$ cat config.mk
export PLATFORM = sky130hd
export DESIGN_NAME = uart_tx_controller_flat
export DESIGN_NICKNAME = d
export VERILOG_FILES = /design/src/rtl/uart_tx_controller_if.sv /design/src/rtl/uart_tx_controller.sv /design/src/flat_wrapper.sv
export SDC_FILE = /design/constraint.sdc
export NUM_CORES = 1
export LEC_CHECK = 0
export ABC_AREA = 1
export CAP_MARGIN = 10
export CORE_MARGIN = 2
export CORE_UTILIZATION = 40
export CTS_BUF_LIST = sky130_fd_sc_hd__clkbuf_16
export CTS_CLUSTER_DIAMETER = 40
export CTS_CLUSTER_SIZE = 28
export DETAILED_ROUTE_END_ITERATION = 8
export PLACE_DENSITY = 0.66
export SYNTH_ARGS = -nofsm -noshare
export SYNTH_HDL_FRONTEND = slang
export SYNTH_SLANG_ARGS = --single-unit
$ cat constraint.sdc
create_clock -name clk -period 1.7 [get_ports clk]
set_input_delay 0.255 -clock clk [delete_from_list [all_inputs] [get_ports clk]]
set_output_delay 0.255 -clock clk [all_outputs]
set_load 0.02 [all_outputs]
$ cat src/rtl/uart_tx_controller_if.sv
// rtl/uart_tx_controller_if.sv - send/ack handshake and serial line bundle for the UART transmitter
`timescale 1ns/1ps
interface uart_tx_controller_if;
    logic       send;
    logic [7:0] din;
    logic       tx_out;
    logic       busy;
    logic       done;

    // User side: requests frames and watches the acknowledge
    modport master (
        output send,
        output din,
        input  tx_out,
        input  busy,
        input  done
    );

    // Controller side: accepts requests and drives the line
    modport slave (
        input  send,
        input  din,
        output tx_out,
        output busy,
        output done
    );
endinterface

$ cat src/rtl/uart_tx_controller.sv
// rtl/uart_tx_controller.sv - UART transmit frame sequencer with baud timer and optional parity
`timescale 1ns/1ps
module uart_tx_controller #(
    parameter int CLK_FREQUENCY = 100_000_000,
    parameter int BAUD_RATE     = 19_200,
    parameter bit PARITY_EN     = 1'b1,
    parameter bit PARITY_ODD    = 1'b1
) (
    input  logic                  clk,
    input  logic                  rst,
    uart_tx_controller_if.slave   bus
);
    localparam int BAUD_DIV = CLK_FREQUENCY / BAUD_RATE;
    localparam int TW       = (BAUD_DIV > 2) ? $clog2(BAUD_DIV) : 1;
    localparam logic [TW-1:0] TICK_AT = TW'(BAUD_DIV - 1);

    // A bit period shorter than two clocks cannot be timed by this counter
    generate
        if (BAUD_DIV < 2) begin : g_bad_baud_div
            $error("uart_tx_controller: BAUD_DIV must be at least 2");
        end
    endgenerate

    typedef enum logic [2:0] {
        IDLE  = 3'd0,
        START = 3'd1,
        DATA  = 3'd2,
        PAR   = 3'd3,
        STOP  = 3'd4,
        ACK   = 3'd5
    } state_t;

    state_t        state_q, state_d;
    logic [TW-1:0] timer_q, timer_d;
    logic [2:0]    cnt_q, cnt_d;
    logic [7:0]    data_q, data_d;
    logic          par_q, par_d;
    logic          tx_q, tx_d;
    logic          busy_q, busy_d;
    logic          done_q, done_d;
    logic          tick;

    assign tick = (timer_q == TICK_AT);

    // Next-state, timer, bit counter and the output values for the next cycle
    always_comb begin
        state_d = state_q;
        data_d  = data_q;
        par_d   = par_q;
        cnt_d   = cnt_q;

        unique case (state_q)
            IDLE: begin
                if (bus.send) begin
                    state_d = START;
                    data_d  = bus.din;
                    par_d   = PARITY_ODD ? ~^bus.din : ^bus.din;
                    cnt_d   = 3'd0;
                end
            end
            START: begin
                if (tick) state_d = DATA;
            end
            DATA: begin
                if (tick) begin
                    // Wraps 7 -> 0 on the last data bit, which also ends DATA
                    cnt_d = cnt_q + 3'd1;
                    if (cnt_q == 3'd7) state_d = PARITY_EN ? PAR : STOP;
                end
            end
            PAR: begin
                if (tick) state_d = STOP;
            end
            STOP: begin
                if (tick) state_d = ACK;
            end
            ACK: begin
                if (!bus.send) state_d = IDLE;
            end
            default: state_d = IDLE;
        endcase

        // Timer restarts at each bit boundary so every bit is exactly BAUD_DIV cycles
        if ((state_d != state_q) || tick || (state_q == IDLE) || (state_q == ACK)) begin
            timer_d = '0;
        end else begin
            timer_d = timer_q + TW'(1);
        end

        // Outputs are computed from the next state so they can be registered
        unique case (state_d)
            START:   tx_d = 1'b0;
            DATA:    tx_d = data_d[cnt_d];
            PAR:     tx_d = par_d;
            default: tx_d = 1'b1;
        endcase
        busy_d = (state_d == START) || (state_d == DATA) || (state_d == PAR) || (state_d == STOP);
        done_d = (state_d == ACK);
    end

    // State and registered outputs; reset aborts any frame in progress
    always_ff @(posedge clk) begin
        if (rst) begin
            state_q <= IDLE;
            timer_q <= '0;
            cnt_q   <= 3'd0;
            data_q  <= 8'd0;
            par_q   <= 1'b0;
            tx_q    <= 1'b1;
            busy_q  <= 1'b0;
            done_q  <= 1'b0;
        end else begin
            state_q <= state_d;
            timer_q <= timer_d;
            cnt_q   <= cnt_d;
            data_q  <= data_d;
            par_q   <= par_d;
            tx_q    <= tx_d;
            busy_q  <= busy_d;
            done_q  <= done_d;
        end
    end

    assign bus.tx_out = tx_q;
    assign bus.busy   = busy_q;
    assign bus.done   = done_q;
endmodule

$ cat src/flat_wrapper.sv
// flat-port wrapper written by rule: the top's interface ports become plain ports
module uart_tx_controller_flat 
#(
    parameter int CLK_FREQUENCY = 100_000_000,
    parameter int BAUD_RATE     = 19_200,
    parameter bit PARITY_EN     = 1'b1,
    parameter bit PARITY_ODD    = 1'b1
)
  (clk, rst, bus_send, bus_din, bus_tx_out, bus_busy, bus_done);
  uart_tx_controller_if bus_i ();
  input  logic clk;
  input  logic rst;
  input wire logic [$bits(bus_i.send)-1:0] bus_send;
  input wire logic [$bits(bus_i.din)-1:0] bus_din;
  output wire logic [$bits(bus_i.tx_out)-1:0] bus_tx_out;
  output wire logic [$bits(bus_i.busy)-1:0] bus_busy;
  output wire logic [$bits(bus_i.done)-1:0] bus_done;
  assign bus_i.send = bus_send;
  assign bus_i.din = bus_din;
  assign bus_tx_out = bus_i.tx_out;
  assign bus_busy = bus_i.busy;
  assign bus_done = bus_i.done;
  uart_tx_controller #(.CLK_FREQUENCY(CLK_FREQUENCY), .BAUD_RATE(BAUD_RATE), .PARITY_EN(PARITY_EN), .PARITY_ODD(PARITY_ODD)) u_core (.clk(clk), .rst(rst), .bus(bus_i));
endmodule
==> impl_metrics.json, run 1 <==
{
  "wirelength_um": 3700,
  "min_path_type": "reg -> reg",
  "relSlewSlack_pct": 78.8,
  "slew_violations": 0,
  "worst-path-buf-inv": 2,
  "synth_flop_cell": "dfxtp_1",
  "final_cell_mix": "nand2_1 (45), dfxtp_1 (29), buf_4 (27), inv_1 (25), nor2_1 (22)",
  "grt_max_degree": 16,
  "synth_adder_area_share_pct": 2.05,
  "worstPathRequired_ns": 1.92,
  "place_hpwl_um": 2690,
  "final_core_util_pct": 55.8,
  "routed-via-count": 1608,
  "cts_max_level": 2,
  "core_area_um2": 4380,
  "area_growth_pct": 33.6,
  "reg2reg_depth": 14,
  "fmax_mhz": 612,
  "period_share_pct": 96.1,
  "synth_compound_area_share_pct": 9.09,
  "synth_edf_count": 0,
  "wl_met3_um": 111,
  "die_h_um": 71.7,
  "status": "completed",
  "layout-drive-gt1-share_pct": 33.4,
  "slowest_stage": "dfxtp_2",
  "synth.top_cell.area_share_pct": 33.9,
  "grt_pass1_vias": 1555,
  "peakVddDrop_mv": 0.454,
  "via_per_inst": 4.70,
  "cts_tree": "done",
  "wl_met1_um": 1830,
  "critPathMaxStageDelay_ns": 0.35,
  "drc": 0,
  "cts_root_buf": "clkbuf_16",
  "firstDrtPassIters": 4,
  "grt_pass1_wl_um": 6310,
  "synth_seq_area_share_pct": 33.9,
  "muxShareOfSynthArea_pct": 0,
  "row_count": 24,
  "async_reset_ff_share_pct": 0,
  "worst_pin_slew_ns": 0.315,
  "cts.sinks": 31,
  "wire_per_inst_um": 10.8,
  "critical_path.top_delay_family": "simple AND/OR/NAND/NOR gates",
  "synth.avg_cell_area_um2": 7.47,
  "layout.nets": 303,
  "clk_pin_slew_ns": 0.05,
  "cp-end-kind": "flop",
  "cts_max_path_buffers": 2,
  "worstPathMaxFanout": 6,
  "fillers": 425,
  "synth.area.top_cells": "dfxtp_1 (34%), nand2_1 (10%), inv_1 (5.3%)",
  "final_common_cell": "nand2_1",
  "layout_min_cycle_time_ns": 1.63,
  "p_per_area_nw_per_um2": 833,
  "cp_cell_sequence": "ha_4 -> nand2_4 -> inv_4 -> nand2_4 -> nor2_8 -> nand4_4 -> buf_6 -> nand3_1 -> nand2_1 -> nand2_1 -> nand2_1 -> nand2_1 -> nand3_2 -> nand3_2",
  "first_iter_violations": 51,
  "ctsHoldBuffers": 0,
  "clk_latency_ns": 0.28,
  "power_leakage_uw": 0.00106,
  "synth.net_count": 259,
  "path_class": "reg -> reg",
  "hold_viol_final": 0,
  "die_area_um2": 5130,
  "antennaDiodeCount": 0,
  "fin_setup_tns_ns": 0,
  "grtUsageTotal_pct": 15.4,
  "io_buffer_count": 13,
  "overflow": 0,
  "syn_area_um2": 1830,
  "skew_ns": 0.00268,
  "dr_wl_met2_um": 1700,
  "numCtsBuffers": 5,
  "critPathLaunchType": "flop",
  "ios": 14,
  "post_synth_num_cell_types": 37,
  "detail-route-antenna-nets": 0,
  "hold_depth": 2,
  "routed.top_layer": "met4",
  "synthCells": 245,
  "yosysWarnings": 0,
  "die_x_um": 71.7,
  "path_common_cell": "nand2_1",
  "synth_top_area_cell": "dfxtp_1",
  "rsz0062_at_grt": "yes",
  "synth_top_family_by_area": "simple AND/OR/NAND/NOR gates",
  "arrival_ns": 1.85,
  "gp_congestion": 0.827,
  "maxCapViolations": 0,
  "ys_ff_latch": 31,
  "critical_path_cell_count": 14,
  "synth_xor_xnor_area_share_pct": 5.26,
  "setup_viol": 0,
  "start_util_pct": 41.8,
  "antenna_found_initial": 0,
  "synth-simple-area-share_pct": 40.2
}
[worst register-to-register path: cells and delay by family, from the launching register on]
kind / cells / cell delay (ns)
DFF: 1 / 0.35
and+or+nand+nor: 11 / 0.84
buffers and inverters: 2 / 0.23
adders and majority gates: 1 / 0.15
[area by class of cell]
| cell class | count | area (um2) | share of cell area, % |
|---|---|---|---|
| tap | 52 | 65.1 | 2.66 |
| inverter | 38 | 153 | 6.24 |
| multi-input combinational | 172 | 1090 | 44.8 |
| sequential | 31 | 626 | 25.6 |
| clock inverter | 3 | 38.8 | 1.59 |
| clock buffer | 5 | 125 | 5.12 |
| timing repair buffer | 41 | 344 | 14.1 |
[metal layers]
layer | up-vias | track usage [%]
li1 | 867 | -
met5 | - | 0
met2 | 21 | 24.9
met4 | 0 | 5.66
met1 | 713 | 19.7
met3 | 7 | 4.08
[registers in the layout, indices dropped and copies added (netlist names)]
signal             count
u_core.data_q          8
u_core.state_q         3
u_core.timer_q        13
u_core.par_q           1
u_core.cnt_q           3
u_core.bus.done        1
u_core.bus.busy        1
u_core.bus.tx_out      1
[metrics by stage]
| stage | total power [uW] | instance area, um2 | instances | worst slack (ns) | hold WS (ns) |
|---|---|---|---|---|---|
| 2_1_floorplan | 930 | 1830 | 245 | 0.179 | 0.400 |
| 3_3_place_gp | 1040 | 2170 | 328 | -0.107 | 0.427 |
| 3_5_place_dp | 1040 | 2170 | 328 | -0.106 | 0.437 |
| 4_1_cts | 2040 | 2330 | 336 | 0.0365 | 0.450 |
| 5_1_grt | 2120 | 2450 | 342 | -0.0400 | 0.520 |
| 6_report | 2040 | 2450 | 342 | 0.0663 | 0.473 |
[where the power goes]
group	total [uW]	internal [uW]	switching (uW)
sequential	765	754	11.2
combinational	273	142	131
clock	1000	682	318
total	2040	1580	460
[synth_stat cells, types with 2 or more instances]
| library cell | count |
|---|---|
| or2_1 | 3 |
| dfxtp_1 | 31 |
| nand3_2 | 8 |
| o21ai_1 | 3 |
| nand3_1 | 13 |
| nand2_2 | 9 |
| clkbuf_1 | 2 |
| nor3_1 | 2 |
| ha_1 | 3 |
| inv_2 | 10 |
| nand4_1 | 3 |
| o21a_1 | 2 |
| nor2_1 | 23 |
| o21ai_2 | 4 |
| nor2_2 | 8 |
| xnor2_1 | 6 |
| inv_1 | 26 |
| nor3b_1 | 2 |
| nand2_1 | 49 |
| o21ai_0 | 4 |
| a21oi_1 | 8 |
| nand2_4 | 4 |
| a21oi_2 | 2 |
| xor2_1 | 5 |
| nor2_4 | 3 |
[cell families after synthesis]
logic type      after synthesis
compound gates               26
xor+xnor                     11
fa+ha+maj                     3
buf+inv                      42
flops                        31
simple gates                132
[path summary, 6_finish.rpt]
check / from / endpoint / slack, ns
worst max-delay path: u_core.timer_q[1]$_SDFF_PP0_ / u_core.bus.tx_out$_SDFF_PP1_ / 0.07
worst min-delay path: u_core.data_q[6]$_SDFF_PP0_ / u_core.data_q[6]$_SDFF_PP0_ / 0.47
worst max register to register: u_core.timer_q[1]$_SDFF_PP0_ / u_core.bus.tx_out$_SDFF_PP1_ / 0.07
worst min register to register: u_core.data_q[6]$_SDFF_PP0_ / u_core.data_q[6]$_SDFF_PP0_ / 0.47
[what timing repair did]
| action | in CTS | in global routing |
|---|---|---|
| gates resized for setup | 0 | 19 |
| setup endpoints to repair | 0 | 3 |
| setup buffers | 0 | 6 |
| hold endpoints to repair | 0 | 0 |
Power figures use the tool's default switching activity.
==> run 2: changes to the inputs <==
--- a/config.mk
+++ b/config.mk
@@ -6,7 +6,7 @@
 export NUM_CORES = 1
 export LEC_CHECK = 0
 export ABC_AREA = 1
-export CAP_MARGIN = 10
+export CAP_MARGIN = 30
 export CORE_MARGIN = 2
 export CORE_UTILIZATION = 40
 export CTS_BUF_LIST = sky130_fd_sc_hd__clkbuf_16
==> results of run 2 <==
Final layout, timing and power as in run 1 (identical DEF).
